### config.mk
export PLATFORM = sky130hd
export DESIGN_NAME = alu_cmd_sequencer_flat
export DESIGN_NICKNAME = d
export VERILOG_FILES = /design/src/rtl/alu_cmd_sequencer_if.sv /design/src/rtl/alu_cmd_sequencer.sv /design/src/flat_wrapper.sv
export SDC_FILE = /design/constraint.sdc
export NUM_CORES = 1
export LEC_CHECK = 0
export ABC_AREA = 1
export BUFFER_PORTS_ARGS = -buffer_cell sky130_fd_sc_hd__buf_2
export CELL_PAD_IN_SITES_DETAIL_PLACEMENT = 0
export CELL_PAD_IN_SITES_GLOBAL_PLACEMENT = 1
export CORE_MARGIN = 4
export CORE_UTILIZATION = 35
export DETAILED_ROUTE_END_ITERATION = 7
export GPL_ROUTABILITY_DRIVEN = 0
export PLACE_DENSITY = 0.75
export SLEW_MARGIN = 20
export SYNTH_ARGS = -nofsm -noshare
export SYNTH_HDL_FRONTEND = slang
export SYNTH_SLANG_ARGS = --single-unit
### constraint.sdc
create_clock -name clk -period 3.6 [get_ports clk]
set_input_delay 0.18 -clock clk [delete_from_list [all_inputs] [get_ports clk]]
set_output_delay 0.18 -clock clk [all_outputs]
set_load 0.005 [all_outputs]
### src/rtl/alu_cmd_sequencer_if.sv
// Signal bundle between alu_cmd_sequencer and its environment: host command channel,
// ALU operand/result port and host response channel.
interface alu_cmd_sequencer_if;
  logic        cmd_valid;
  logic        cmd_ready;
  logic [7:0]  cmd_a;
  logic [7:0]  cmd_b;
  logic [1:0]  cmd_op;
  logic [7:0]  alu_a;
  logic [7:0]  alu_b;
  logic [1:0]  alu_op_sel;
  logic        alu_load;
  logic [15:0] alu_result;
  logic        alu_done;
  logic        rsp_valid;
  logic        rsp_ready;
  logic [15:0] rsp_data;
  logic [1:0]  rsp_op;
  logic [7:0]  rsp_tag;
  logic        rsp_err;
  logic        busy;

  modport master (
    input  cmd_valid, cmd_a, cmd_b, cmd_op, alu_result, alu_done, rsp_ready,
    output cmd_ready, alu_a, alu_b, alu_op_sel, alu_load,
           rsp_valid, rsp_data, rsp_op, rsp_tag, rsp_err, busy
  );

  modport slave (
    output cmd_valid, cmd_a, cmd_b, cmd_op, alu_result, alu_done, rsp_ready,
    input  cmd_ready, alu_a, alu_b, alu_op_sel, alu_load,
           rsp_valid, rsp_data, rsp_op, rsp_tag, rsp_err, busy
  );
endinterface

### src/rtl/alu_cmd_sequencer.sv
// Buffers host ALU commands, issues them one at a time to the ALU and returns tagged results
// in order; a watchdog turns an ALU that never completes into an error response.

module alu_cmd_sequencer_chk #(
  parameter int DEPTH = 4
) (
  input logic                     clk,
  input logic                     reset_n,
  input logic                     alu_load,
  input logic                     rsp_valid,
  input logic                     rsp_ready,
  input logic [15:0]              rsp_data,
  input logic [7:0]               rsp_tag,
  input logic [7:0]               alu_a,
  input logic [7:0]               alu_b,
  input logic [1:0]               alu_op_sel,
  input logic [$clog2(DEPTH):0]   count
);
  localparam int CW = $clog2(DEPTH) + 1;
  localparam logic [CW-1:0] DEPTH_C = CW'(DEPTH);

  a_load_excl_rsp: assert property (@(posedge clk) disable iff (!reset_n)
    !(alu_load && rsp_valid));

  a_load_single: assert property (@(posedge clk) disable iff (!reset_n)
    alu_load |=> !alu_load);

  a_rsp_hold: assert property (@(posedge clk) disable iff (!reset_n)
    (rsp_valid && !rsp_ready) |=> (rsp_valid && $stable(rsp_data) && $stable(rsp_tag)
                                   && $stable(alu_a) && $stable(alu_b) && $stable(alu_op_sel)));

  a_count_max: assert property (@(posedge clk) disable iff (!reset_n)
    count <= DEPTH_C);
endmodule

module alu_cmd_sequencer #(
  parameter int DEPTH   = 4,
  parameter int TIMEOUT = 255
) (
  input logic                 clk,
  input logic                 reset_n,
  alu_cmd_sequencer_if.master bus
);
  localparam int PTR_W = $clog2(DEPTH);
  localparam int CNT_W = PTR_W + 1;
  localparam logic [CNT_W-1:0] DEPTH_C   = CNT_W'(DEPTH);
  localparam logic [CNT_W-1:0] CNT_ONE   = CNT_W'(1);
  localparam logic [CNT_W-1:0] CNT_ZERO  = CNT_W'(0);
  localparam logic [PTR_W-1:0] PTR_ONE   = PTR_W'(1);
  localparam logic [PTR_W-1:0] PTR_ZERO  = PTR_W'(0);
  localparam logic [7:0]       TIMEOUT_C = 8'(TIMEOUT);

  typedef enum logic [1:0] {
    IDLE  = 2'd0,
    ISSUE = 2'd1,
    WAIT  = 2'd2,
    RESP  = 2'd3
  } state_e;

  state_e           state_q, state_d;
  logic [7:0]       fifo_a_q  [DEPTH];
  logic [7:0]       fifo_b_q  [DEPTH];
  logic [1:0]       fifo_op_q [DEPTH];
  logic [PTR_W-1:0] wr_ptr_q, wr_ptr_d;
  logic [PTR_W-1:0] rd_ptr_q, rd_ptr_d;
  logic [CNT_W-1:0] count_q, count_d;
  logic [7:0]       alu_a_q, alu_a_d;
  logic [7:0]       alu_b_q, alu_b_d;
  logic [1:0]       alu_op_q, alu_op_d;
  logic [15:0]      rsp_data_q, rsp_data_d;
  logic             rsp_err_q, rsp_err_d;
  logic [7:0]       tag_q, tag_d;
  logic [7:0]       wd_q, wd_d;
  logic [7:0]       wd_inc;
  logic             push;
  logic             pop;
  logic             fifo_empty;
  logic             cmd_ready;

  assign cmd_ready  = (count_q < DEPTH_C);
  assign fifo_empty = (count_q == CNT_ZERO);
  assign push       = bus.cmd_valid && cmd_ready;
  assign wd_inc     = wd_q + 8'd1;

  // FIFO pointer and occupancy next-state
  always_comb begin
    wr_ptr_d = wr_ptr_q;
    rd_ptr_d = rd_ptr_q;
    count_d  = count_q;
    if (push) begin
      wr_ptr_d = wr_ptr_q + PTR_ONE;
    end else begin
      wr_ptr_d = wr_ptr_q;
    end
    if (pop) begin
      rd_ptr_d = rd_ptr_q + PTR_ONE;
    end else begin
      rd_ptr_d = rd_ptr_q;
    end
    case ({push, pop})
      2'b10:   count_d = count_q + CNT_ONE;
      2'b01:   count_d = count_q - CNT_ONE;
      default: count_d = count_q;
    endcase
  end

  // Sequencer FSM next-state, operand capture, watchdog and response capture
  always_comb begin
    state_d    = state_q;
    alu_a_d    = alu_a_q;
    alu_b_d    = alu_b_q;
    alu_op_d   = alu_op_q;
    rsp_data_d = rsp_data_q;
    rsp_err_d  = rsp_err_q;
    tag_d      = tag_q;
    wd_d       = wd_q;
    pop        = 1'b0;
    case (state_q)
      IDLE: begin
        if (!fifo_empty) begin
          pop      = 1'b1;
          alu_a_d  = fifo_a_q[rd_ptr_q];
          alu_b_d  = fifo_b_q[rd_ptr_q];
          alu_op_d = fifo_op_q[rd_ptr_q];
          state_d  = ISSUE;
        end else begin
          state_d  = IDLE;
        end
      end
      ISSUE: begin
        wd_d    = 8'd0;
        state_d = WAIT;
      end
      WAIT: begin
        // wd_inc counts WAIT cycles including this one; done takes priority over timeout
        wd_d = wd_inc;
        if (bus.alu_done) begin
          rsp_data_d = bus.alu_result;
          rsp_err_d  = 1'b0;
          state_d    = RESP;
        end else if (wd_inc == TIMEOUT_C) begin
          rsp_data_d = 16'hFFFF;
          rsp_err_d  = 1'b1;
          state_d    = RESP;
        end else begin
          state_d    = WAIT;
        end
      end
      RESP: begin
        if (bus.rsp_ready) begin
          tag_d   = tag_q + 8'd1;
          state_d = IDLE;
        end else begin
          state_d = RESP;
        end
      end
      default: begin
        state_d = IDLE;
      end
    endcase
  end

  // Control and datapath registers
  always_ff @(posedge clk) begin
    if (!reset_n) begin
      state_q    <= IDLE;
      wr_ptr_q   <= PTR_ZERO;
      rd_ptr_q   <= PTR_ZERO;
      count_q    <= CNT_ZERO;
      alu_a_q    <= 8'd0;
      alu_b_q    <= 8'd0;
      alu_op_q   <= 2'd0;
      rsp_data_q <= 16'd0;
      rsp_err_q  <= 1'b0;
      tag_q      <= 8'd0;
      wd_q       <= 8'd0;
    end else begin
      state_q    <= state_d;
      wr_ptr_q   <= wr_ptr_d;
      rd_ptr_q   <= rd_ptr_d;
      count_q    <= count_d;
      alu_a_q    <= alu_a_d;
      alu_b_q    <= alu_b_d;
      alu_op_q   <= alu_op_d;
      rsp_data_q <= rsp_data_d;
      rsp_err_q  <= rsp_err_d;
      tag_q      <= tag_d;
      wd_q       <= wd_d;
    end
  end

  // Command FIFO storage
  always_ff @(posedge clk) begin
    if (!reset_n) begin
      for (int i = 0; i < DEPTH; i++) begin
        fifo_a_q[i]  <= 8'd0;
        fifo_b_q[i]  <= 8'd0;
        fifo_op_q[i] <= 2'd0;
      end
    end else if (push) begin
      fifo_a_q[wr_ptr_q]  <= bus.cmd_a;
      fifo_b_q[wr_ptr_q]  <= bus.cmd_b;
      fifo_op_q[wr_ptr_q] <= bus.cmd_op;
    end
  end

  assign bus.cmd_ready  = cmd_ready;
  assign bus.alu_a      = alu_a_q;
  assign bus.alu_b      = alu_b_q;
  assign bus.alu_op_sel = alu_op_q;
  assign bus.alu_load   = (state_q == ISSUE);
  assign bus.rsp_valid  = (state_q == RESP);
  assign bus.rsp_data   = rsp_data_q;
  assign bus.rsp_op     = alu_op_q;
  assign bus.rsp_tag    = tag_q;
  assign bus.rsp_err    = rsp_err_q;
  assign bus.busy       = (state_q != IDLE) || !fifo_empty;

  alu_cmd_sequencer_chk #(.DEPTH(DEPTH)) u_chk (
    .clk        (clk),
    .reset_n    (reset_n),
    .alu_load   (bus.alu_load),
    .rsp_valid  (bus.rsp_valid),
    .rsp_ready  (bus.rsp_ready),
    .rsp_data   (bus.rsp_data),
    .rsp_tag    (bus.rsp_tag),
    .alu_a      (bus.alu_a),
    .alu_b      (bus.alu_b),
    .alu_op_sel (bus.alu_op_sel),
    .count      (count_q)
  );
endmodule

### src/flat_wrapper.sv
// flat-port wrapper written by rule: the top's interface ports become plain ports
module alu_cmd_sequencer_flat 
#(
  parameter int DEPTH   = 4,
  parameter int TIMEOUT = 255
)
  (clk, reset_n, bus_cmd_valid, bus_cmd_a, bus_cmd_b, bus_cmd_op, bus_alu_result, bus_alu_done, bus_rsp_ready, bus_cmd_ready, bus_alu_a, bus_alu_b, bus_alu_op_sel, bus_alu_load, bus_rsp_valid, bus_rsp_data, bus_rsp_op, bus_rsp_tag, bus_rsp_err, bus_busy);
  alu_cmd_sequencer_if bus_i ();
  input logic clk;
  input logic reset_n;
  input wire logic [$bits(bus_i.cmd_valid)-1:0] bus_cmd_valid;
  input wire logic [$bits(bus_i.cmd_a)-1:0] bus_cmd_a;
  input wire logic [$bits(bus_i.cmd_b)-1:0] bus_cmd_b;
  input wire logic [$bits(bus_i.cmd_op)-1:0] bus_cmd_op;
  input wire logic [$bits(bus_i.alu_result)-1:0] bus_alu_result;
  input wire logic [$bits(bus_i.alu_done)-1:0] bus_alu_done;
  input wire logic [$bits(bus_i.rsp_ready)-1:0] bus_rsp_ready;
  output wire logic [$bits(bus_i.cmd_ready)-1:0] bus_cmd_ready;
  output wire logic [$bits(bus_i.alu_a)-1:0] bus_alu_a;
  output wire logic [$bits(bus_i.alu_b)-1:0] bus_alu_b;
  output wire logic [$bits(bus_i.alu_op_sel)-1:0] bus_alu_op_sel;
  output wire logic [$bits(bus_i.alu_load)-1:0] bus_alu_load;
  output wire logic [$bits(bus_i.rsp_valid)-1:0] bus_rsp_valid;
  output wire logic [$bits(bus_i.rsp_data)-1:0] bus_rsp_data;
  output wire logic [$bits(bus_i.rsp_op)-1:0] bus_rsp_op;
  output wire logic [$bits(bus_i.rsp_tag)-1:0] bus_rsp_tag;
  output wire logic [$bits(bus_i.rsp_err)-1:0] bus_rsp_err;
  output wire logic [$bits(bus_i.busy)-1:0] bus_busy;
  assign bus_i.cmd_valid = bus_cmd_valid;
  assign bus_i.cmd_a = bus_cmd_a;
  assign bus_i.cmd_b = bus_cmd_b;
  assign bus_i.cmd_op = bus_cmd_op;
  assign bus_i.alu_result = bus_alu_result;
  assign bus_i.alu_done = bus_alu_done;
  assign bus_i.rsp_ready = bus_rsp_ready;
  assign bus_cmd_ready = bus_i.cmd_ready;
  assign bus_alu_a = bus_i.alu_a;
  assign bus_alu_b = bus_i.alu_b;
  assign bus_alu_op_sel = bus_i.alu_op_sel;
  assign bus_alu_load = bus_i.alu_load;
  assign bus_rsp_valid = bus_i.rsp_valid;
  assign bus_rsp_data = bus_i.rsp_data;
  assign bus_rsp_op = bus_i.rsp_op;
  assign bus_rsp_tag = bus_i.rsp_tag;
  assign bus_rsp_err = bus_i.rsp_err;
  assign bus_busy = bus_i.busy;
  alu_cmd_sequencer #(.DEPTH(DEPTH), .TIMEOUT(TIMEOUT)) u_core (.clk(clk), .reset_n(reset_n), .bus(bus_i));
endmodule
==> run summary, run 1 <==
The flow ran to the end, and the final reports show no timing, DRC or antenna violations. Once layout is complete, the cells apart from fillers number 1005. For the summed negative setup slack over all endpoints, the log shows 0 ns. Final net count: 821. The gate count after technology mapping was 684; the length of the first detailed-routing pass in iterations was 4.

The slowest stage of the critical path belongs to the cell fa_1. The synthesized design contains 72 enable-type register cells. The critical path is of the reg -> reg type. The maximum clock rate was 419 MHz; the delay of the slowest cell on the worst path was 0.37 ns.

The tightest min-delay check is of the in -> reg type. Including well taps, the total number of placed cells is 973. The area overhead of the layout relative to synthesis works out to 20.9%. By instance count, the cell type seen most on the critical path is inv_1. TritonCTS built the clock tree.

Buffers inserted during clock tree synthesis total 17. Top cell type's share of synthesized area: 36.7%. In the final routed layout, each cell accounts on average for 13.1 um. Dividing total power by cell area gives a power density of 670 nW/um2. Across the whole layout, storage elements account for 3360 um2. Data on the critical path is required at its endpoint by 3.89 ns. The later pin in the worst-skew pair is clocked with a latency of 0.41 ns.

0 antenna diodes ended up in the layout. The logs give 5890 um2 for the post-synth design cell area and 47 for the number of placement rows. Once detail routing completed, the nets flagged for antenna violations numbered 0.

In the synthesized netlist the dominant register cell turns out to be edfxtp_1. In the global route stage, overall resource usage came out at 14.7%. Once the clock tree was built, the setup fixing pass inserted 0 buffers. Leaving out fill and tap cells, the most frequent cells in the layout are nor2_1 (194), inv_1 (101), buf_2 (87), edfxtp_1 (72), o21ai_0 (67). After synthesis, the mean cell area works out to 8.61 um2. The library cell used most frequently in the layout, excluding fill and tap cells, is nor2_1.

The number of maximum-capacitance violations came out at 0. The cell taking the most area after synthesis was edfxtp_1. The element type at the critical path end was a flip-flop.

The number of nets handed over by synthesis was 733. The initial utilization of the core area, before any placement, comes to 35.6%. Cells with a size suffix above 1 make up 19.5% of the layout.

In this run, synthesis produced a sequential element count of 132. 88 I/O pins were placed. The slew at the pin with the worst max-slew slack was 0.934 ns; the final routed wirelength across all metal layers was 13.2 mm. The final hold violation count was 0; the number of synthesis warnings was 0. For this design, the CTS-stage hold fixing added 0 buffers. The filler cells instantiated in the layout total 1660. Of all nets on the critical path, the largest fanout is 40. The final number of max-transition violations was 0. The floorplan step set the die height to 138 um. The first global-routing pass estimated 21.3 mm of wire. For the total power consumption of the routed design, the log shows 0.00478 W.

After synthesis, the share of flip-flops with an asynchronous set or reset is 0%. In the routed design, unresolved DRC markers number 0. The final cycle utilization of the critical path came out at 66.2%. Sort of element at the start of the critical path: a flip-flop.

Number of global-route vias before repair: 4230. After global routing the overflow that remains totals 0. The final core utilization is 43.1%, and the starting DRC count in detailed routing is 290.

The run gives 0 as the number of cells upsized or downsized after cts. The number of distinct library cell variants in the gate-level netlist after synthesis is 36, and the final critical-path required period is 2.38 ns. Port buffering added 87 buffers. The die covers 19000 um2. Sequential cells were found to cover 57.1% of the synthesized design area. The core box area is 16500 um2. Setup repair after global routing left no endpoint under its margin. The arrival time at the worst endpoint was 2.68 ns; the relative max-transition margin was 37.7%. The maximum clock insertion buffer count was 2.

The tree built by TritonCTS fans out to 132 sinks. Clock tree synthesis selected as its root buffer the cell clkbuf_16. Entering global routing, the biggest net connects 41 pins. The run gives 3.19 nW as the static leakage power. The tools report the final setup violation count as 0. Clock-pin slew was measured on the worst setup and hold paths at 0.06 ns.

The overall via count from detail_route is 4466. The H-tree generated during clock tree synthesis spans 4 levels. By area the synthesized netlist is led by edfxtp_1 (37%), dfxtp_1 (20%), nor2_1 (12%), inv_1 (6.4%), o21ai_0 (5.9%).

The critical path goes through inv_1 > ha_1 > inv_1 > nor2_2 > buf_4 > ha_1 > inv_1 > fa_1 > a21oi_1 > o21ai_0 > o21ai_0 > a21oi_1. IR analysis of the VDD net gives a maximum drop of 0.000373 V. The die is 138 um wide. The multi-input logic area was 1990 um2; the worst-case clock skew was 0.00583 ns.

The wire-length estimate of the detail-placed layout is 8.77 mm. The per-cell via count in the routed design came out at 4.44. The initial antenna violation count came out at 0.
power breakdown:
part	switching, W	internal, W
clock network	0.000639	0.00101
registers	0.0000963	0.00184
logic	0.000782	0.000408
final cells by class:
type | instances | area share [%]
Clock buffer | 18 | 6.03
Clock inverter | 14 | 1.91
Inverter | 106 | 5.59
Multi-Input combinational cell | 415 | 27.9
Sequential cell | 132 | 47.2
Tap cell | 220 | 3.87
Timing Repair Buffer | 100 | 7.48
worst paths after layout:
kind,start,end,slack (ns),cells past startpoint
hold reg to reg,u_core.bus.rsp_err,u_core.bus.rsp_err,0.47,2
setup reg to reg,u_core.state_q[1],u_core.count_q[2],1.22,12
setup / recovery,u_core.state_q[1],u_core.count_q[2],1.22,12
hold / removal,bus_alu_result[11],u_core.bus.rsp_data[11],0.07,5
per-layer routing:
layer	up-vias	routed length, um	GRT usage, %
li1	2353	-	-
met1	1995	6090	19.3
met2	110	6120	23.9
met3	8	856	4.24
met4	0	112	4.12
met5	-	0	0
cell families after synthesis:
| kind of cell | Yosys count | share of synthesized area (%) |
|---|---|---|
| buffers and inverters | 137 | 9.30 |
| adders and majority gates | 10 | 2.25 |
| and+or+nand+nor | 291 | 20.7 |
| DFF | 132 | 57.1 |
| AOI/OAI and AO/OA | 113 | 10.5 |
| xor gates and xnor gates | 1 | 0.149 |
sequential cells by signal, summed over array words and instances (netlist names), 3 cells and up:
register,cells
u_core.bus.alu_b,8
u_core.bus.alu_a,8
u_core.bus.rsp_data,16
u_core.bus.rsp_tag,8
u_core.count_q,3
u_core.fifo_a_q,32
u_core.fifo_b_q,32
u_core.wd_q,8
u_core.fifo_op_q,8
stage by stage:
step                      instance area (um2)  hold slack, ns  worst slack (ns)
after floorplan                          5890           0.389              1.10
after global placement                   6560           0.449              1.27
after detailed placement                 6560           0.457              1.24
after CTS                                7120          0.0506              1.22
after global routing                     7120          0.0771             0.923
final                                    7120          0.0671              1.22
cell usage after synthesis (2+ instances only):
cell / count
nor2_1: 195
inv_1: 101
edfxtp_1: 72
o21ai_0: 69
dfxtp_1: 60
nand2_1: 58
a31oi_1: 18
clkbuf_1: 18
a21oi_1: 17
nand3_1: 15
nand3_2: 10
ha_1: 9
buf_2: 6
buf_4: 4
inv_2: 3
nor3_1: 3
buf_1: 2
clkinv_1: 2
nand2_2: 2
nand4_1: 2
nor2_2: 2
o21bai_2: 2
worst max-delay path: cells and delay by family, from the launching register on:
kind                       cells  cell delay (ns)
adders and majority gates      3             0.78
buffers and inverters          4             0.59
AOI/OAI and AO/OA              4             0.46
DFF                            1             0.33
and+or+nand+nor                1             0.10
(Power assumes the default switching activity.)
==> inputs of run 2 (changes only) <==
==> constraint.sdc (replaced) <==
create_clock -name clk -period 2.4 [get_ports clk]
set_input_delay 0.12 -clock clk [delete_from_list [all_inputs] [get_ports clk]]
set_output_delay 0.12 -clock clk [all_outputs]
set_load 0.005 [all_outputs]
==> run 2 against run 1 <==
Effect of this change: count of clock-buffer cells in the layout increased by 5; clock skew increased by 0.0015 ns; register-to-register slack got worse by 0.81 ns; largest power group unchanged.
==> run summary, run 2 (same netlist as run 1, synthesis figures left out) <==
The total net switching power came out at 0.00227 W (+50%). Compared with the post-synthesis result, the final layout area differs by 22.1%. The logs give 14.8% (about the same) for the total global-route track usage and 13.5 mm (+2.7%) for the final routed wirelength across all metal layers.

The detailed-route DRC error count was 0 (unchanged); the TritonCTS buffer count was 17 (unchanged). The tools report the internal power as 0.00505 W (+55%). The element type at the critical path end was a flip-flop. The summed negative setup slack over all endpoints is 0 ns (unchanged), and the number of clock sinks seen by CTS is 132 (unchanged). The starting utilization of the core area was 35.6% (unchanged); the starting DRC count in detailed routing was 261 (-10%). The run gives 3.22 nW (+0.98%) as the static leakage power. The sum of net half-perimeters after detailed placement was 8.36 mm (-4.6%). The logs give 0 (unchanged) for the final number of max-transition violations and 0.40 ns (-0.81 ns) for the slack of the worst reg-to-reg path. The arrival time at the worst endpoint was 2.29 ns (-0.39 ns); the global-route wire length before repair was 21.2 mm (-0.42%). In this run the critical register-to-register path is captured at u_core.count_q[2].

Final net count: 825 (+0.49%). The path length in cells of the critical path is 11 (-1). The worst setup path is launched from a flip-flop. The final critical-path required period is 2.00 ns (-0.386 ns).

For the pin count of the biggest net entering global routing, the log shows 40 (-2.4%). TritonCTS built the clock tree. For the remaining antenna violation count after routing, the log shows 0 (unchanged). The worst hold-check slack came out at 0.0153 ns (-0.0518 ns).

The final hold violation count is 0 (unchanged), and the die boundary height is 138 um (unchanged). The remaining global-route overflow is 0 (unchanged), and the overall via count from detail_route is 4518 (+1.2%). The switching share of power was 31.1% (-0.71 points). The critical path goes through inv_1 > ha_1 > inv_1 > nor2_2 > ha_1 > inv_1 > fa_1 > a21oi_1 > o21ai_0 > o21ai_0 > a21oi_1. The maximum clock insertion buffer count came out at 2 (unchanged). The classification of the worst-slack hold path is in -> reg.

Share of cells above drive strength 1: 19.4% (-0.099 points). The critical path required time came out at 2.69 ns (-1.20 ns). Setup repair after global routing left no endpoint under its margin.

The tools report the die outline area as 19000 um2 (unchanged). The worst-case clock skew is 0.00733 ns (+0.00150 ns), and the power density normalized to cell area is 1020 nW/um2 (+52%). The number of fill cells in the layout was 1669 (+0.54%). The run gives 16500 um2 (unchanged) as the core box area. The tools report the portion of total power attributed to the clock network as 35.2% (+0.6 points). The number of maximum-capacitance violations came out at 0 (unchanged). Destination of the worst hold path: u_core.fifo_a_q[0][4]. The logic depth of the worst register-to-register path works out to 11 (-1).

The cell chosen for the clock root is clkbuf_16. The flow ran to the end, and the final reports show no timing, DRC or antenna violations. Final routed wire length divided by cell count: 13.4 um (+2.3%). The part of the power in combinational logic is 25.1% (+0.2 points), and the count of buffer and inverter cells on the critical path is 3 (-1). The tools report the startpoint of the worst register-to-register path as u_core.state_q[1]. For the relative max-transition margin, the log shows 49.0% (+11 points). The tools report the multi-input logic area as 1990 um2 (unchanged). The number of buffers added on ports was 87 (unchanged). The tools report the number of setup buffers added after CTS as 0 (unchanged). The number of levels the H-tree was split into came out at 4 (unchanged). The final cycle utilization of the critical path was 83.3% (+17 points). The final core utilization was 43.5% (+0.42 points); the slew at the pin with the worst max-slew slack was 0.764 ns (-0.170 ns). The most frequent standard cell in the layout excluding fill and tap cells is nor2_1. The floorplan die width was 138 um (unchanged). Clock-pin slew of the registers on the worst-case setup and hold paths: 0.06 ns (about the same). Grouping stages by cell kind, the critical path spends the most delay in adder cells. For the number of global-route vias before repair, the log shows 4232 (+0.047%). In the layout the commonest cells are nor2_1 (194), inv_1 (101), buf_2 (87), edfxtp_1 (72), o21ai_0 (67). The hold path startpoint is bus_cmd_a[4].

The setup path with the least slack is of type reg -> reg. The per-cell via count in the routed design was 4.48 (+0.76%); the clock latency on the worst-skew pair was 0.41 ns (about the same). The run gives 47 (unchanged) as the number of placement rows.

The logs give 0 (unchanged) for the number of antenna repair diodes and 3360 um2 (unchanged) for the area taken by flip-flops and latches. The logs give 0 (unchanged) for the number of cells upsized or downsized after cts and 0 (unchanged) for the initial antenna violation count. Delay of the slowest cell on the worst path: 0.38 ns (about the same). For the maximum clock rate, the log shows 500 MHz (+19%). The worst hold path depth came out at 3 (-2). Largest driver fanout on the critical path: 5 (-88%). The largest individual stage delay along the critical path comes from the cell fa_1. The logs give 0 (unchanged) for the final setup violation count and 0.000710 V (+91%) for the worst voltage drop across the vdd grid. Count of boundary I/O pins: 88 (unchanged). The dominant cell type by count on the critical path was inv_1.

The sequential share of power is 39.6% (-0.9 points), and the length of the first detailed-routing pass in iterations is 4 (unchanged).
## run 2: power by group through the flow
stage	logic (W)	clock network, W	registers (W)
floorplan	0.00123	0	0.00293
detailed placement	0.00188	0	0.00295
global route	0.00214	0.00273	0.00294
finish	0.00184	0.00258	0.00290
CTS	0.00188	0.00264	0.00290
global placement	0.00186	0	0.00294
## run 2: layout make-up
cell class / count / share of cell area (%)
Clock buffer: 23 / 6.37
Clock inverter: 9 / 1.79
Inverter: 106 / 5.53
Multi-Input combinational cell: 415 / 27.6
Sequential cell: 132 / 46.8
Tap cell: 220 / 3.83
Timing Repair Buffer: 104 / 8.07
## run 2: stage by stage
| stage | setup slack [ns] | instance area, um2 | cells | total power [W] |
|---|---|---|---|---|
| floorplan | 0.0590 | 5890 | 684 | 0.00416 |
| global placement | 0.446 | 6580 | 975 | 0.00480 |
| detailed placement | 0.416 | 6580 | 975 | 0.00482 |
| CTS | 0.403 | 7190 | 1009 | 0.00743 |
| global route | 0.162 | 7190 | 1009 | 0.00781 |
| finish | 0.401 | 7190 | 1009 | 0.00732 |
## run 2: what timing repair did
action                     in CTS  in global routing
hold endpoints to repair        2                  0
setup endpoints to repair       0                  0
hold buffers                    2                  0
## run 2: worst max path at each step
stage	from	end
floorplan	u_core.count_q[2]	u_core.fifo_a_q[3][0]
global route	u_core.state_q[1]	u_core.count_q[2]
finish	u_core.state_q[1]	u_core.count_q[2]
CTS	u_core.state_q[1]	u_core.count_q[2]
global placement	u_core.state_q[1]	u_core.count_q[2]
detailed placement	u_core.state_q[1]	u_core.count_q[2]
## run 2: tightest hold or removal path, cell delays in order
cell and delay [ns]:
buf_2 0.08, inv_1 0.04, nor2_1 0.08
## run 2: metal layers
layer  vias up  GRT usage [%]  share of wire [%]
met3        14           3.80                5.3
met4         0           5.60                1.6
met1      2018           18.2                 46
met2       103           24.8                 47
met5         -              0                  0
li1       2383              -                  -
==> inputs of run 3 (changes only) <==
--- a/config.mk
+++ b/config.mk
@@ -13,7 +13,7 @@
 export CORE_UTILIZATION = 35
 export DETAILED_ROUTE_END_ITERATION = 7
 export GPL_ROUTABILITY_DRIVEN = 0
-export PLACE_DENSITY = 0.75
+export PLACE_DENSITY = 0.78
 export SLEW_MARGIN = 20
 export SYNTH_ARGS = -nofsm -noshare
 export SYNTH_HDL_FRONTEND = slang
==> constraint.sdc (replaced) <==
create_clock -name clk -period 1.7 [get_ports clk]
set_input_delay 0.085 -clock clk [delete_from_list [all_inputs] [get_ports clk]]
set_output_delay 0.085 -clock clk [all_outputs]
set_load 0.005 [all_outputs]
==> run 3 against run 2 <==
Effect of this change: the flow now finishes with violations (negative setup slack); sequential cell count stayed put; combinational power is 60% higher; die area stayed put; critical path type unchanged.
==> run summary, run 3 (same netlist as run 1, synthesis figures left out) <==
The tools report the least setup slack across all paths after layout as -0.0112 ns (-0.412 ns). The largest driver fanout on the critical path was 3 (-2); the clock-pin slew of the registers on the worst-case setup and hold paths was 0.06 ns (about the same). In this run the worst setup path begins at u_core.state_q[1].

Maximum clock rate: 584 MHz (+17%). The tools report the startpoint of the worst register-to-register path as u_core.state_q[1]. The area taken by flip-flops and latches was 3370 um2 (about the same). The end of the worst register-to-register path was u_core.count_q[1]. The worst voltage drop across the vdd grid is 0.000726 V (+2.2%), and the remaining global-route overflow is 0 (unchanged). The final cycle utilization of the critical path is 101% (+17 points). The flow ran to the end, but the final reports show violations. For the worst hold-check slack, the log shows 0.0201 ns (+0.00481 ns). The worst hold path terminates at u_core.fifo_a_q[0][1].

Final hold violation count: 0 (unchanged). The final reports fail on negative setup slack. The length of the first detailed-routing pass in iterations was 4 (unchanged). The worst-case clock skew was 0.0166 ns (+0.00926 ns); the summed negative setup slack over all endpoints was -0.0137 ns (-0.0137 ns). The area overhead of the layout relative to synthesis is 30.2%, and the design area is 7670 um2 (+6.7%). The clock latency on the worst-skew pair came out at 0.42 ns (about the same). The most frequent standard cell in the layout excluding fill and tap cells is nor2_1. The startpoint-to-endpoint class of the critical path is reg -> reg. The slew at the pin with the worst max-slew slack was 0.755 ns (-0.00934 ns). The run gives 2040 um2 (+2.7%) as the multi-input logic area.

Setup repair after global routing could not meet its margin everywhere. The tools report the initial antenna violation count as 0 (unchanged). For the count of boundary I/O pins, the log shows 88 (unchanged). For the remaining antenna violation count after routing, the log shows 0 (unchanged). The cell chosen for the clock root is clkbuf_16. The tools report the final routed wirelength across all metal layers as 14.0 mm (+3.5%).

The core box area is 16500 um2 (unchanged), and the die boundary height is 138 um (unchanged). For the total global-route track usage, the log shows 15.4% (+0.60 points). The run gives 208 (-20%) as the starting DRC count in detailed routing. For the overall via count from detail_route, the log shows 4705 (+4.1%). Die outline area: 19000 um2 (unchanged).

The logic depth of the worst register-to-register path was 10 (-1); the number of buffers added on ports was 87 (unchanged). The starting utilization of the core area is 35.6% (unchanged). The final routed wire length divided by cell count was 13.3 um (-0.98%); the final setup violation count was 2 (+2). The run gives 2 (unchanged) as the maximum clock insertion buffer count.

The final critical-path required period was 1.71 ns (-0.288 ns); the number of levels the H-tree was split into was 4 (unchanged). TritonCTS built the clock tree. The pin count of the biggest net entering global routing was 40 (unchanged); the number of antenna repair diodes was 0 (unchanged). The number of fill cells in the layout came out at 1609 (-3.6%).

The floorplan die width works out to 138 um (unchanged). In the layout the commonest cells are nor2_1 (194), inv_1 (97), buf_2 (87), edfxtp_1 (72), o21ai_0 (65). The worst setup path is captured at a flip-flop.

Per-cell via count in the routed design: 4.46 (-0.40%). The classification of the worst-slack hold path is in -> reg. The hold path startpoint was bus_cmd_a[1].

The final net count came out at 871 (+5.6%). The tools report the detailed-route DRC error count as 0 (unchanged). The run gives 3.44 nW (+6.6%) as the static leakage power.

The TritonCTS buffer count is 17 (unchanged), and the sum of net half-perimeters after detailed placement is 8.66 mm (+3.5%). The worst hold path depth is 3 (unchanged), and the final number of max-transition violations is 0 (unchanged). The number of global-route vias before repair came out at 4395 (+3.9%). STA classifies the critical path startpoint as a flip-flop. The power density normalized to cell area was 1380 nW/um2 (+35%). The tools report the number of maximum-capacitance violations as 0 (unchanged). The tools report the slack of the worst reg-to-reg path as -0.01 ns (-0.41 ns). The logs give 49.6% (+0.62 points) for the relative max-transition margin and 1.99 ns (-0.70 ns) for the critical path required time.

The number of clock sinks seen by CTS was 132 (unchanged). The share of cells above drive strength 1 was 22.3% (+2.9 points). The total placed instance area is 6770 um2 (+2.8%), and the global-route wire length before repair is 22.3 mm (+5.2%). The arrival time at the worst endpoint was 2.00 ns (-0.29 ns). The tools report the number of placement rows as 47 (unchanged).
run 3: cell count changes in the layout (fill, tap and decap cells not counted), moves of 2 or more:
| cell | previous run | this run |
|---|---|---|
| buf_4 | 14 | 29 |
| clkbuf_1 | 5 | 3 |
| clkinv_4 | 2 | 6 |
| dfxtp_1 | 60 | 58 |
| dfxtp_2 | 0 | 2 |
| dlygate4sd3_1 | 2 | 31 |
| ha_1 | 9 | 7 |
| ha_4 | 0 | 2 |
| inv_1 | 101 | 97 |
| inv_2 | 3 | 5 |
| inv_4 | 0 | 2 |
| nor3_1 | 3 | 1 |
| nor3_2 | 0 | 2 |
| o21ai_0 | 67 | 65 |
run 3: cell type report:
| cell class | count | share of cell area, % |
|---|---|---|
| flip-flops and latches | 132 | 43.9 |
| multi-input cells | 415 | 26.6 |
| repair buffers | 150 | 13.2 |
| clock buffers | 20 | 5.69 |
| inverters | 106 | 5.25 |
| well taps | 220 | 3.59 |
| clock inverters | 12 | 1.76 |
run 3: what timing repair did:
action                                 in CTS  in global routing
setup buffers                               3                  0
hold buffers                               31                  0
endpoints found under the hold margin      31                  0
setup endpoints to repair                   2                  9
gates resized for setup                     0                  2
run 3: per-stage QoR:
step / util [%] / instances / total power (W) / setup WS (ns)
global route: 46.4 / 1055 / 0.0112 / -0.0990
finish: 46.4 / 1055 / 0.0106 / -0.0112
floorplan: - / 684 / 0.00603 / -0.293
detailed placement: 40.9 / 990 / 0.00705 / -0.00628
global placement: 40.9 / 990 / 0.00700 / 0.00471
CTS: 46.4 / 1056 / 0.0107 / -0.000949
run 3: worst max path at each step:
stage	end	slack, ns	depth (start not counted)
6_report	u_core.count_q[1]	-0.01	10
5_1_grt	u_core.count_q[2]	-0.1	11
4_1_cts	u_core.count_q[2]	-0.0009	11
3_5_place_dp	u_core.count_q[2]	-0.006	11
3_3_place_gp	u_core.count_q[2]	0.005	11
2_1_floorplan	u_core.fifo_a_q[2][0]	-0.29	4
run 3: report_power, final:
| group | switching, W | internal (W) | leakage [nW] |
|---|---|---|---|
| clock network | 0.00137 | 0.00216 | 0.278 |
| registers | 0.000207 | 0.00389 | 1.24 |
| logic | 0.00181 | 0.00113 | 1.92 |
run 3: critical path, stage by stage (launching register included):
cell and delay [ns]:
dfxtp_2 0.34, inv_4 0.06, ha_4 0.13, inv_2 0.04, nor2_4 0.11, ha_4 0.15, inv_4 0.03, fa_2 0.51
nor2_1 0.04, a21oi_1 0.12, nor2_1 0.05
run 3: routing by layer:
metal	vias up	global-route usage [%]	share of wire, %
met5	-	0	0
met4	0	4.99	0.49
met3	9	3.62	3.5
met2	80	25.7	51
met1	2151	19.6	45
li1	2465	-	-
